### config.mk
export PLATFORM = sky130hd
export DESIGN_NAME = exp1
export DESIGN_NICKNAME = d
export VERILOG_FILES = /design/src/rtl/exp1_pkg.sv /design/src/rtl/exp1_logic_core.sv /design/src/rtl/exp1.sv
export SDC_FILE = /design/constraint.sdc
export NUM_CORES = 1
export LEC_CHECK = 0
export ABC_AREA = 0
export CAP_MARGIN = 15
export CELL_PAD_IN_SITES_DETAIL_PLACEMENT = 0
export CELL_PAD_IN_SITES_GLOBAL_PLACEMENT = 1
export CORE_AREA = 2 2 39 41
export CTS_BUF_LIST = sky130_fd_sc_hd__clkbuf_4
export DETAILED_ROUTE_END_ITERATION = 8
export DIE_AREA = 0 0 41 43
export MAX_ROUTING_LAYER = met4
export PLACE_DENSITY_LB_ADDON = 0.1
export SLEW_MARGIN = 20
export SYNTH_ARGS = -nofsm -noshare
export SYNTH_HDL_FRONTEND = slang
export SYNTH_SLANG_ARGS = --single-unit
### constraint.sdc
create_clock -name clk -period 1.2 [get_ports clk]
set_clock_uncertainty 0.1 [all_clocks]
set_input_delay 0.36 -clock clk [delete_from_list [all_inputs] [get_ports clk]]
set_output_delay 0.36 -clock clk [all_outputs]
set_load 0.05 [all_outputs]
### src/rtl/exp1_pkg.sv
// rtl/exp1_pkg.sv - shared task/subtask encodings and output bundle for exp1
package exp1_pkg;

    typedef enum logic {
        TASK_GATE  = 1'b0,
        TASK_ARITH = 1'b1
    } task_mode_t;

    typedef enum logic [1:0] {
        SUB_00 = 2'b00,
        SUB_01 = 2'b01,
        SUB_10 = 2'b10,
        SUB_11 = 2'b11
    } subtask_mode_t;

    localparam subtask_mode_t GATE_AND_OR   = SUB_00;
    localparam subtask_mode_t GATE_XOR_XNOR = SUB_01;
    localparam subtask_mode_t GATE_NAND_NOR = SUB_10;
    localparam subtask_mode_t GATE_NOT      = SUB_11;

    localparam subtask_mode_t ARITH_HALF_ADD = SUB_00;
    localparam subtask_mode_t ARITH_FULL_ADD = SUB_01;
    localparam subtask_mode_t ARITH_HALF_SUB = SUB_10;
    localparam subtask_mode_t ARITH_FULL_SUB = SUB_11;

    typedef struct packed {
        logic l1;
        logic l2;
        logic x;
        logic y;
        logic z;
    } exp1_out_t;

    function automatic logic majority3(input logic a, input logic b, input logic c);
        return (a & b) | (a & c) | (b & c);
    endfunction

endpackage

### src/rtl/exp1_logic_core.sv
// rtl/exp1_logic_core.sv - stateless gate/arithmetic function selection for exp1
module exp1_logic_core
    import exp1_pkg::*;
(
    input  logic       task_mode,
    input  logic [1:0] subtask_mode,
    input  logic       a,
    input  logic       b,
    input  logic       c,
    output exp1_out_t  result
);

    task_mode_t    task_sel;
    subtask_mode_t sub_sel;

    // Only an explicit 1 selects a mode bit; x/z falls to the default 0 path.
    always_comb begin
        task_sel = TASK_GATE;
        if (task_mode == 1'b1) task_sel = TASK_ARITH;
        sub_sel = SUB_00;
        if (subtask_mode[1] == 1'b1) sub_sel = subtask_mode_t'({1'b1, sub_sel[0]});
        if (subtask_mode[0] == 1'b1) sub_sel = subtask_mode_t'({sub_sel[1], 1'b1});
    end

    always_comb begin
        result = '0;
        if (task_sel == TASK_ARITH) begin
            case (sub_sel)
                ARITH_HALF_ADD: begin
                    result.x = a ^ b;
                    result.y = a & b;
                end
                ARITH_FULL_ADD: begin
                    result.x = a ^ b ^ c;
                    result.y = majority3(a, b, c);
                end
                ARITH_HALF_SUB: begin
                    result.x = a ^ b;
                    result.y = ~a & b;
                end
                default: begin
                    result.x = a ^ b ^ c;
                    result.y = (~a & (b | c)) | (b & c);
                end
            endcase
            result.z  = 1'b0;
            result.l1 = result.y;
            result.l2 = ~(a | b | c);
        end else begin
            case (sub_sel)
                GATE_XOR_XNOR: begin
                    result.l1 = a ^ b;
                    result.l2 = ~(a ^ b);
                end
                GATE_NAND_NOR: begin
                    result.l1 = ~(a & b);
                    result.l2 = ~(a | b);
                end
                GATE_NOT: begin
                    result.l1 = ~a;
                    result.l2 = ~b;
                end
                default: begin
                    result.l1 = a & b;
                    result.l2 = a | b;
                end
            endcase
            result.x = majority3(a, b, c);
            result.y = a ^ b ^ c;
            result.z = a & b & c;
        end
    end

endmodule

### src/rtl/exp1.sv
// rtl/exp1.sv - registered gate/arithmetic unit; EXP1_INPUT_SYNC_EN adds a two-flop input synchronizer
module exp1
    import exp1_pkg::*;
(
    input  logic       clk,
    input  logic       rstN,
    input  logic       taskMode,
    input  logic [1:0] subtaskMode,
    input  logic       a,
    input  logic       b,
    input  logic       c,
    output logic       l1,
    output logic       l2,
    output logic       x,
    output logic       y,
    output logic       z
);

    logic [5:0] in_raw;
    logic [5:0] in_core;
    exp1_out_t  core_result;

    assign in_raw = {taskMode, subtaskMode, a, b, c};

`ifdef EXP1_INPUT_SYNC_EN
    logic [5:0] sync_q1;
    logic [5:0] sync_q2;

    always_ff @(posedge clk or negedge rstN) begin
        if (!rstN) begin
            sync_q1 <= '0;
            sync_q2 <= '0;
        end else begin
            sync_q1 <= in_raw;
            sync_q2 <= sync_q1;
        end
    end

    assign in_core = sync_q2;
`else
    assign in_core = in_raw;
`endif

    exp1_logic_core u_core (
        .task_mode    (in_core[5]),
        .subtask_mode (in_core[4:3]),
        .a            (in_core[2]),
        .b            (in_core[1]),
        .c            (in_core[0]),
        .result       (core_result)
    );

    always_ff @(posedge clk or negedge rstN) begin
        if (!rstN) begin
            l1 <= 1'b0;
            l2 <= 1'b0;
            x  <= 1'b0;
            y  <= 1'b0;
            z  <= 1'b0;
        end else begin
            l1 <= core_result.l1;
            l2 <= core_result.l2;
            x  <= core_result.x;
            y  <= core_result.y;
            z  <= core_result.z;
        end
    end

endmodule

==> run_results.csv <==
group,metric,value,unit
drt,wl_per_cell,10.9,um
layout,drive_gt1_frac,0.527,
sta,fin_crit,1470,ps
clock_tree,post_cts_buffers,0,
critical_path,critPathKind,"input port to register",
clock_tree,cts_max_level,1,
yosys,ys_warn_count,0,
critical_path,start_kind,"input port",
clock_tree,postCtsHoldBufs,0,
sta,finalCritPeriodShare,1.22,
yosys,syn_area,357,um2
clock_tree,clk_pin_slew_worst_paths,40,ps
sta,worstMarginPinSlew,262,ps
sta,max_freq,681,MHz
floorplan,chipHeight,43,um
sta,drv_slew,0,
clock_tree,cts_made_buffers,3,
sta,finalSetupTns,-950,ps
drt,ant_nets,0,
critical_path,required,1230,ps
clock_tree,cts.sinks,5,
yosys,synthFlopType,"dfrtp_1",
flow_run,drv_cap,0,
critical_path,worst_setup_path_end_kind,"register",
sta,worst_slack,-269,ps
layout,multi_input_comb_area,239,um2
power,p_per_area,1050,mW/mm2
place,io_buffers,12,
drt,drt-pass1-iter-count,2,
status,violations,"negative setup slack",
floorplan,die_area,0.00176,mm2
drt,initialDrtViolationCount,1,
grt,grt_overflow,0,
yosys,synth-edff-count,0,
floorplan,ios,13,
layout,regArea,125,um2
drt,route.detailed.drc,0,
power,p_sw_frac,0.315,
sta,rsz0062_at_grt,"true",
drt,totalWireLength,776,um
power,p_comb_frac,0.387,
grt,antenna_found_initial,0,
place,gp_congestion,0.750,
floorplan,std_cell_rows,14,
layout,final_util,0.474,
status,outcome,"complete, but fails checks",
place,dp_hpwl,690,um
grt,grtUsageTotal,0.118,
layout,layout.nets,69,
clock_tree,root_buffer,"clkbuf_4",
sta,report.final.hold_viol_count,0,
layout,n_antenna_cell,0,
floorplan,start_util,0.258,
power,power_switching,0.218,mW
grt,grt_max_degree,9,
critical_path,path_max_fanout,4,
drt,viasPerCell,4.39,
sta,setup_viol,9,
yosys,syn_avg_cell_area,10.8,um2
grt,grt_pass1_wl,1.27,mm
clock_tree,cts_tree,"done",
drt,vias,312,
sta,holdWs,226,ps
place,place_ws,-1020,ps
yosys,ys_ff_latch,5,
yosys,synth_cells,33,
grt,grt_pass1_vias,328,
min_path,hold_path_class,"input port to async pin",
power,leakagePower,0.299,nW
power,peakVddDrop,0.338,mV
yosys,seq_area_frac_synth,0.351,
critical_path,crit_arrival,1500,ps
floorplan,core,0.00138,mm2
power,p_clk_frac,0.323,
power,p_int,0.474,mW
yosys,async_flop_share,1.00,
power,pwr-share-seq,0.291,
yosys,syn_nets,46,
power,power,0.691,mW
sta,slew_headroom,0.823,
layout,area_growth_syn_to_layout,83.9,%
yosys,ys_types,18,
layout,fillCellCount,125,
clock_tree,cts_buffer_depth,2,
floorplan,die_w,41,um
-- worst max-delay path: stages --
cell	delay, ps
buf_8	110
fa_2	380
mux4_2	490
nor2_4	110
a21oi_1	50
-- placed cells by master (no fill, tap or decap), types with 2 or more instances in the layout --
cell type | Yosys | final
inv_1 | 4 | 2
dfrtp_1 | 5 | 5
clkbuf_4 | 0 | 4
buf_4 | 0 | 7
ha_1 | 3 | 2
nand2_1 | 2 | 2
nor2b_1 | 3 | 3
buf_6 | 0 | 2
a21oi_1 | 2 | 2
dlygate4sd2_1 | 0 | 3
inv_2 | 0 | 2
buf_12 | 0 | 5
fa_2 | 0 | 2
-- logic make-up (layout without fill, tap and decap cells) --
family / Yosys count / in the layout / synth area share
buffers and inverters: 5 / 27 / 0.0561
adders and majority gates: 5 / 5 / 0.218
DFF: 5 / 5 / 0.351
AOI/OAI and AO/OA: 7 / 7 / 0.144
muxes: 2 / 2 / 0.0947
and+or+nand+nor: 9 / 9 / 0.137
-- final timing paths --
kind,from,to,slack (ps),cells after the start
hold / removal,rstN,l2,230,1
setup / recovery,c,y,-270,5
max in group asynchronous,rstN,y,590,1
min in group clk,c,l2,270,2
-- power by group through the flow --
stage	Clock, mW	Combinational [mW]	Sequential (mW)
after global placement	0	0.260	0.204
after CTS	0.225	0.270	0.201
after global routing	0.232	0.287	0.202
after floorplan	0	0.0601	0.256
final	0.223	0.267	0.201
after detailed placement	0	0.262	0.204
-- cell type report --
class,count,share of cell area
clock buffers,4,0.0458
inverters,4,0.0229
repair buffers,19,0.345
flip-flops and latches,5,0.191
well taps,16,0.0305
multi-input cells,23,0.365
-- flip-flops by register name, indices dropped and copies added (netlist names) --
register / cells
l2: 1
l1: 1
z: 1
y: 1
x: 1
-- metal layers --
metal | share of wire | global-route usage
met3 | 0.064 | 0.0157
met1 | 0.36 | 0.117
met4 | 0.040 | 0.100
met5 | 0 | -
met2 | 0.54 | 0.188
-- cells in the mapped netlist, types with 2 or more instances --
master	count	area (um2)
dfrtp_1	5	125
inv_1	4	15.0
ha_1	3	37.5
nor2b_1	3	18.8
a21oi_1	2	10.0
fa_1	2	40.0
nand2_1	2	7.51
o21ai_0	2	10.0
-- timing repair --
| action | 4_1_cts | 5_1_grt |
|---|---|---|
| gates resized for setup | 26 | 0 |
| pin swaps | 4 | 0 |
| gates cloned | 0 | 0 |
| endpoints found under the setup margin | 10 | 9 |
-- metrics by stage --
stage | cell area (um2) | cells
finish | 656 | 71
floorplan | 367 | 33
global placement | 604 | 67
global route | 656 | 71
CTS | 656 | 71
detailed placement | 604 | 67
No activity file was read; power rests on OpenSTA's default activity.
==> variant 1, RTL diff (same flow settings) <==
Put one more register stage on the output `l1`, with the module's reset. The value now appears one clock later. The other outputs are not delayed to match.
--- a/src/rtl/exp1.sv
+++ b/src/rtl/exp1.sv
@@ -17,2 +17,4 @@
 );
+
+    logic l1_s0;
 
@@ -54,3 +56,3 @@
         if (!rstN) begin
-            l1 <= 1'b0;
+            l1_s0 <= 1'b0;
             l2 <= 1'b0;
@@ -60,3 +62,3 @@
         end else begin
-            l1 <= core_result.l1;
+            l1_s0 <= core_result.l1;
             l2 <= core_result.l2;
@@ -68,2 +70,10 @@
 
+    always_ff @(posedge clk or negedge rstN) begin
+        if (!rstN) begin
+            l1 <= '0;
+        end else begin
+            l1 <= l1_s0;
+        end
+    end
+
 endmodule
Formal check against the unedited RTL: not equivalent (Yosys sat finds a counterexample within 4 cycles, from zero or initial values and one cycle with rstN low).
==> variant 1 against the original RTL <==
The flow still finishes with violations (setup timing). Setup slack got worse by 0.012 ns. Wire length increased by 12%. Global-route usage increased by 2.0 points. Sequential cell count increased by 1. Power increased by 4.3%. Synthesized area increased by 7.0%. Design area increased by 10%. First-iteration DRC count increased to 7.0 times the old value. Critical path type unchanged. Critical endpoint unchanged.
==> variant 1: results (changes against the original RTL) <==
| Metric | Value |
|---|---|
| Status | `finished, violations left (unchanged)` |
| Failing checks | `setup timing (unchanged)` |
| Post-synth top cells | `dfrtp_1 (6), inv_1 (4), ha_1 (3), nor2b_1 (3) (was dfrtp_1 (5), inv_1 (4), ha_1 (3), nor2b_1 (3))` |
| Register-to-Register Path Depth | `0` |
| Drt pass-1 iters | `2 (unchanged)` |
| RePlAce Congestion | `0.791 (was 0.750)` |
| Synth Flop Type | `dfrtp_1 (unchanged)` |
| Final setup vio count | `8 (was 9)` |
| Hpwl dp | `704 um (was 690 um)` |
| Final WL | `871 um (was 776 um)` |
| Dpl cells | `70 (was 67)` |
| Measured slew at the worst slew-check pin | `0.262 ns (about the same)` |
| Fraction of registers with async set/reset | `1.00 (unchanged)` |
| IO buf count | `12 (unchanged)` |
| Antenna violations before repair | `0 (unchanged)` |
| Sequential fraction of the synthesis area | `0.393 (was 0.351)` |
| # diodes | `0 (unchanged)` |
| Syn Area/Cell | `11.2 um^2 (was 10.8 um^2)` |
| CTS HTree Levels | `1 (unchanged)` |
| Vias in the first global route | `357 (was 328)` |
| GR Util All Layers | `0.138 (was 0.118)` |
| Final std cells w/o fill | `75 (was 71)` |
| Clock-pin slew on the worst setup and hold paths | `0.04 ns (about the same)` |
| Syn Nets | `47 (was 46)` |
| Synth area leaders | `dfrtp_1 (39%), fa_1 (10%), ha_1 (9.8%) (was dfrtp_1 (35%), fa_1 (11%), ha_1 (11%))` |
| DRT iter0 DRCs | `7 (was 1)` |
| Share of cells above drive strength 1 | `0.593 (was 0.527)` |
| Root Driver | `clkbuf_4 (unchanged)` |
| Pin count of the biggest net entering global routing | `10 (was 9)` |
| Final worst setup slack | `-0.281 ns (was -0.269 ns)` |
| Worst Hold Class | `input pin to asynchronous set/reset pin (unchanged)` |
| Clock buffer count from CTS | `3 (unchanged)` |
| CTS Buffer Depth | `2 (unchanged)` |
| Worst slack, placed | `-1.02 ns (about the same)` |
| Number of distinct library cells after synthesis | `18 (unchanged)` |
| Clock network latency to the later pin of the worst-skew pair | `~0.24 ns` |
| First-pass GRT wire length | `1520 um (was 1270 um)` |
| Crit path DAT | `1.51 ns` |
| LEAKAGE | `0.335 nW (was 0.299 nW)` |
| Final #Nets | `74 (was 69)` |
| Crit path from | `c (unchanged)` |
| DP Area | `644 um^2 (was 604 um^2)` |
| Synth warnings | `0 (unchanged)` |
| Reg2reg start | `l1_s0$_DFF_PN0_` |
| Worst Path Max Fanout | `3 (was 4)` |
| Vias post-DR | `347 (was 312)` |
| Peak supply drop | `0.000695 V (was 0.000338 V)` |
## variant 1: per-stage QoR
stage | TNS (ns) | utilization | hold slack, ns
after floorplan | -1.15 | - | -0.0356
after global placement | -4.36 | 0.466 | 0.235
after detailed placement | -4.45 | 0.466 | 0.243
after CTS | -0.975 | 0.520 | 0.256
after global routing | -1.27 | 0.523 | 0.252
final | -1.03 | 0.523 | 0.253
## variant 1: final cells by class
type / instances / area [um^2]
clock buffer: 3 / 22.5
sequential: 6 / 150
tap: 16 / 20.0
inverter: 4 / 17.5
timing repair buffer: 23 / 264
multi-input combinational: 23 / 249
fill: 128 / 661
## variant 1: worst paths after layout
check / endpoint / slack (ns)
worst min register to register: l1$_DFF_PN0_ / 0.26
min in group clk: l1$_DFF_PN0_ / 0.26
max in group asynchronous: z$_DFF_PN0_ / 0.54
worst max register to register: l1$_DFF_PN0_ / 0.63
worst min-delay path: x$_DFF_PN0_ / 0.25
worst max-delay path: y$_DFF_PN0_ / -0.28
## variant 1: cells by family after synthesis
| family | Yosys count | synth area share |
|---|---|---|
| buffers and inverters | 5 | 0.0524 |
| multiplexers | 2 | 0.0885 |
| flip-flops | 6 | 0.393 |
| AO/OA/AOI/OAI | 7 | 0.134 |
| AND/OR/NAND/NOR | 9 | 0.128 |
| adder cells (fa/ha/maj) | 5 | 0.203 |
## variant 1: timing repair
action / in CTS / in global routing
setup buffers: 1 / 1
pin swaps: 5 / 0
gates resized for setup: 34 / 2
endpoints found under the setup margin: 10 / 9
hold buffers: 0 / 0
## variant 1: worst max-delay path, stage by stage
cell	delay, ns
buf_8	0.10
fa_2	0.38
mux4_2	0.51
nor2_4	0.11
a21oi_1	0.05
## variant 1: routing by layer
metal | vias to the layer above | track usage | share of wire
li1 | 164 | - | -
met3 | 0 | 0.0628 | 0.064
met1 | 171 | 0.157 | 0.38
met5 | - | - | 0
met4 | 0 | 0.0600 | 0
met2 | 12 | 0.200 | 0.56
## variant 1: power breakdown
part	internal [mW]	switching (mW)
Combinational	0.158	0.138
Sequential	0.225	0.0160
Clock	0.113	0.0714
Total	0.496	0.225
==> variant 2, RTL diff (same flow settings) <==
Without the edit above. Build with the macro `EXP1_INPUT_SYNC_EN` defined.
--- a/src/rtl/exp1.sv
+++ b/src/rtl/exp1.sv
@@ -1,2 +1,4 @@
 // rtl/exp1.sv - registered gate/arithmetic unit; EXP1_INPUT_SYNC_EN adds a two-flop input synchronizer
+`define EXP1_INPUT_SYNC_EN
+
 module exp1
Check against the original RTL: not equivalent (Yosys sat finds a counterexample within 4 cycles, from zero or initial values and one cycle with rstN low).
==> variant 2 against the original RTL <==
The run still ends with setup timing left. Via count increased by 36%. Synthesized area is 84% higher. Utilization grew 24 points. Critical path depth down 1. Design area up 50%. Sequential cell count increased by 12. First-iteration DRC count grew 100%. Power grew 76%. Setup slack got worse by 0.23 ns. Wire length increased by 40%. Die area unchanged. Critical endpoint unchanged. Largest power group is now registers.
==> variant 2: results (changes against the original RTL) <==
| Metric | Value |
|---|---|
| Status | `finished, violations left (unchanged)` |
| Failing checks | `setup timing (unchanged)` |
| Met1 wire length | `396 um (was 277 um)` |
| DR top layer | `met3 (was met4)` |
| First-pass GRT wire length | `1860 um (was 1270 um)` |
| Post-synth top cells | `dfrtp_1 (17), inv_1 (4), ha_1 (3), nor2b_1 (3) (was dfrtp_1 (5), inv_1 (4), ha_1 (3), nor2b_1 (3))` |
| DRT iter0 DRCs | `2 (was 1)` |
| Final worst setup slack | `-0.501 ns (was -0.269 ns)` |
| Syn Nets | `58 (was 46)` |
| LEAKAGE | `0.439 nW (was 0.299 nW)` |
| Syn Area/Cell | `14.6 um^2 (was 10.8 um^2)` |
| Peak supply drop | `0.000902 V (was 0.000338 V)` |
| Worst Path Max Fanout | `3 (was 4)` |
| Share of cells above drive strength 1 | `0.435 (was 0.527)` |
| Met3 wire length | `52 um (was 50 um)` |
| Vias in the first global route | `466 (was 328)` |
| Final std cells w/o fill | `85 (was 71)` |
| Worst Hold Class | `flop to flop (was input pin to asynchronous set/reset pin)` |
| Pwr/cell area | `1240 nW/um^2 (was 1050 nW/um^2)` |
| Vias/cell | `4.98 (was 4.39)` |
| Metal2 WL | `642 um (was 416 um)` |
| Dpl cells | `81 (was 67)` |
| Final setup vio count | `10 (was 9)` |
| GR Util All Layers | `0.173 (was 0.118)` |
| Synth area leaders | `dfrtp_1 (65%), fa_1 (6.1%), ha_1 (5.7%) (was dfrtp_1 (35%), fa_1 (11%), ha_1 (11%))` |
==> variant 2: cell count changes in the layout (fill, tap and decap cells not counted) <==
cell	unedited run	this run
dlygate4sd2_1	3	0
inv_1	2	3
buf_8	1	0
clkdlybuf4s50_1	1	7
dfrtp_2	0	3
buf_4	7	8
dfrtp_1	5	14
inv_2	2	1
buf_12	5	6
buf_6	2	0
==> variant 2: cell families (layout without fill, tap and decap cells) <==
| kind of cell | after synthesis | after routing | share of synthesized area |
|---|---|---|---|
| AO/OA/AOI/OAI | 7 | 7 | 0.0781 |
| adder cells (fa/ha/maj) | 5 | 5 | 0.118 |
| buffers and inverters | 5 | 29 | 0.0305 |
| flip-flops | 17 | 17 | 0.648 |
| multiplexers | 2 | 2 | 0.0514 |
| AND/OR/NAND/NOR | 9 | 9 | 0.0743 |
==> variant 2: worst min path at each step <==
stage / end / slack, ns / depth (start not counted)
after detailed placement: in_core[2]$_DFF_PN0_ / 0.24 / 0
after global routing: in_core[2]$_DFF_PN0_ / 0.27 / 0
after floorplan: in_core[0]$_DFF_PN0_ / -0.04 / 0
final: in_core[2]$_DFF_PN0_ / 0.26 / 0
after CTS: in_core[2]$_DFF_PN0_ / 0.26 / 0
after global placement: in_core[5]$_DFF_PN0_ / 0.24 / 0
==> variant 2: timing repair <==
action                                  in CTS  in global routing
endpoints found under the setup margin      10                 10
hold buffers                                 0                  0
resized for setup                            3                  2
pin swaps                                    3                  0
buffers inserted                             0                  0
==> variant 2: critical path, cell delays in order (launching register included) <==
cell and delay [ns]:
dfrtp_2 0.45, fa_2 0.39, mux4_2 0.50, nor2_4 0.11, a21oi_1 0.05
==> variant 2: routing by layer <==
| layer | vias up | track usage |
|---|---|---|
| met5 | - | - |
| met4 | 0 | 0.0600 |
| met3 | 0 | 0.0471 |
| met2 | 14 | 0.291 |
| met1 | 212 | 0.184 |
| li1 | 197 | - |
==> variant 2: area by class of cell <==
class / count / area, um^2 / area share
Tap cell: 16 / 20.0 / 0.0204
Timing Repair Buffer: 21 / 250 / 0.254
Multi-Input combinational cell: 23 / 239 / 0.243
Clock buffer: 4 / 30.0 / 0.0305
Sequential cell: 17 / 429 / 0.436
Inverter: 4 / 15.0 / 0.0153
==> variant 2: per-stage QoR <==
| stage | cell area [um^2] | setup TNS (ns) |
|---|---|---|
| floorplan | 668 | -1.47 |
| global placement | 933 | -1.84 |
| CTS | 981 | -2.45 |
| finish | 983 | -2.35 |
| global route | 983 | -2.78 |
| detailed placement | 933 | -2.04 |
==> variant 2: power by group <==
group	total, mW	internal (mW)	leakage, nW	switching, mW
sequential	0.645	0.611	0.198	0.0337
clock	0.302	0.151	0.0184	0.150
combinational	0.273	0.147	0.222	0.126
total	1.22	0.910	0.439	0.310
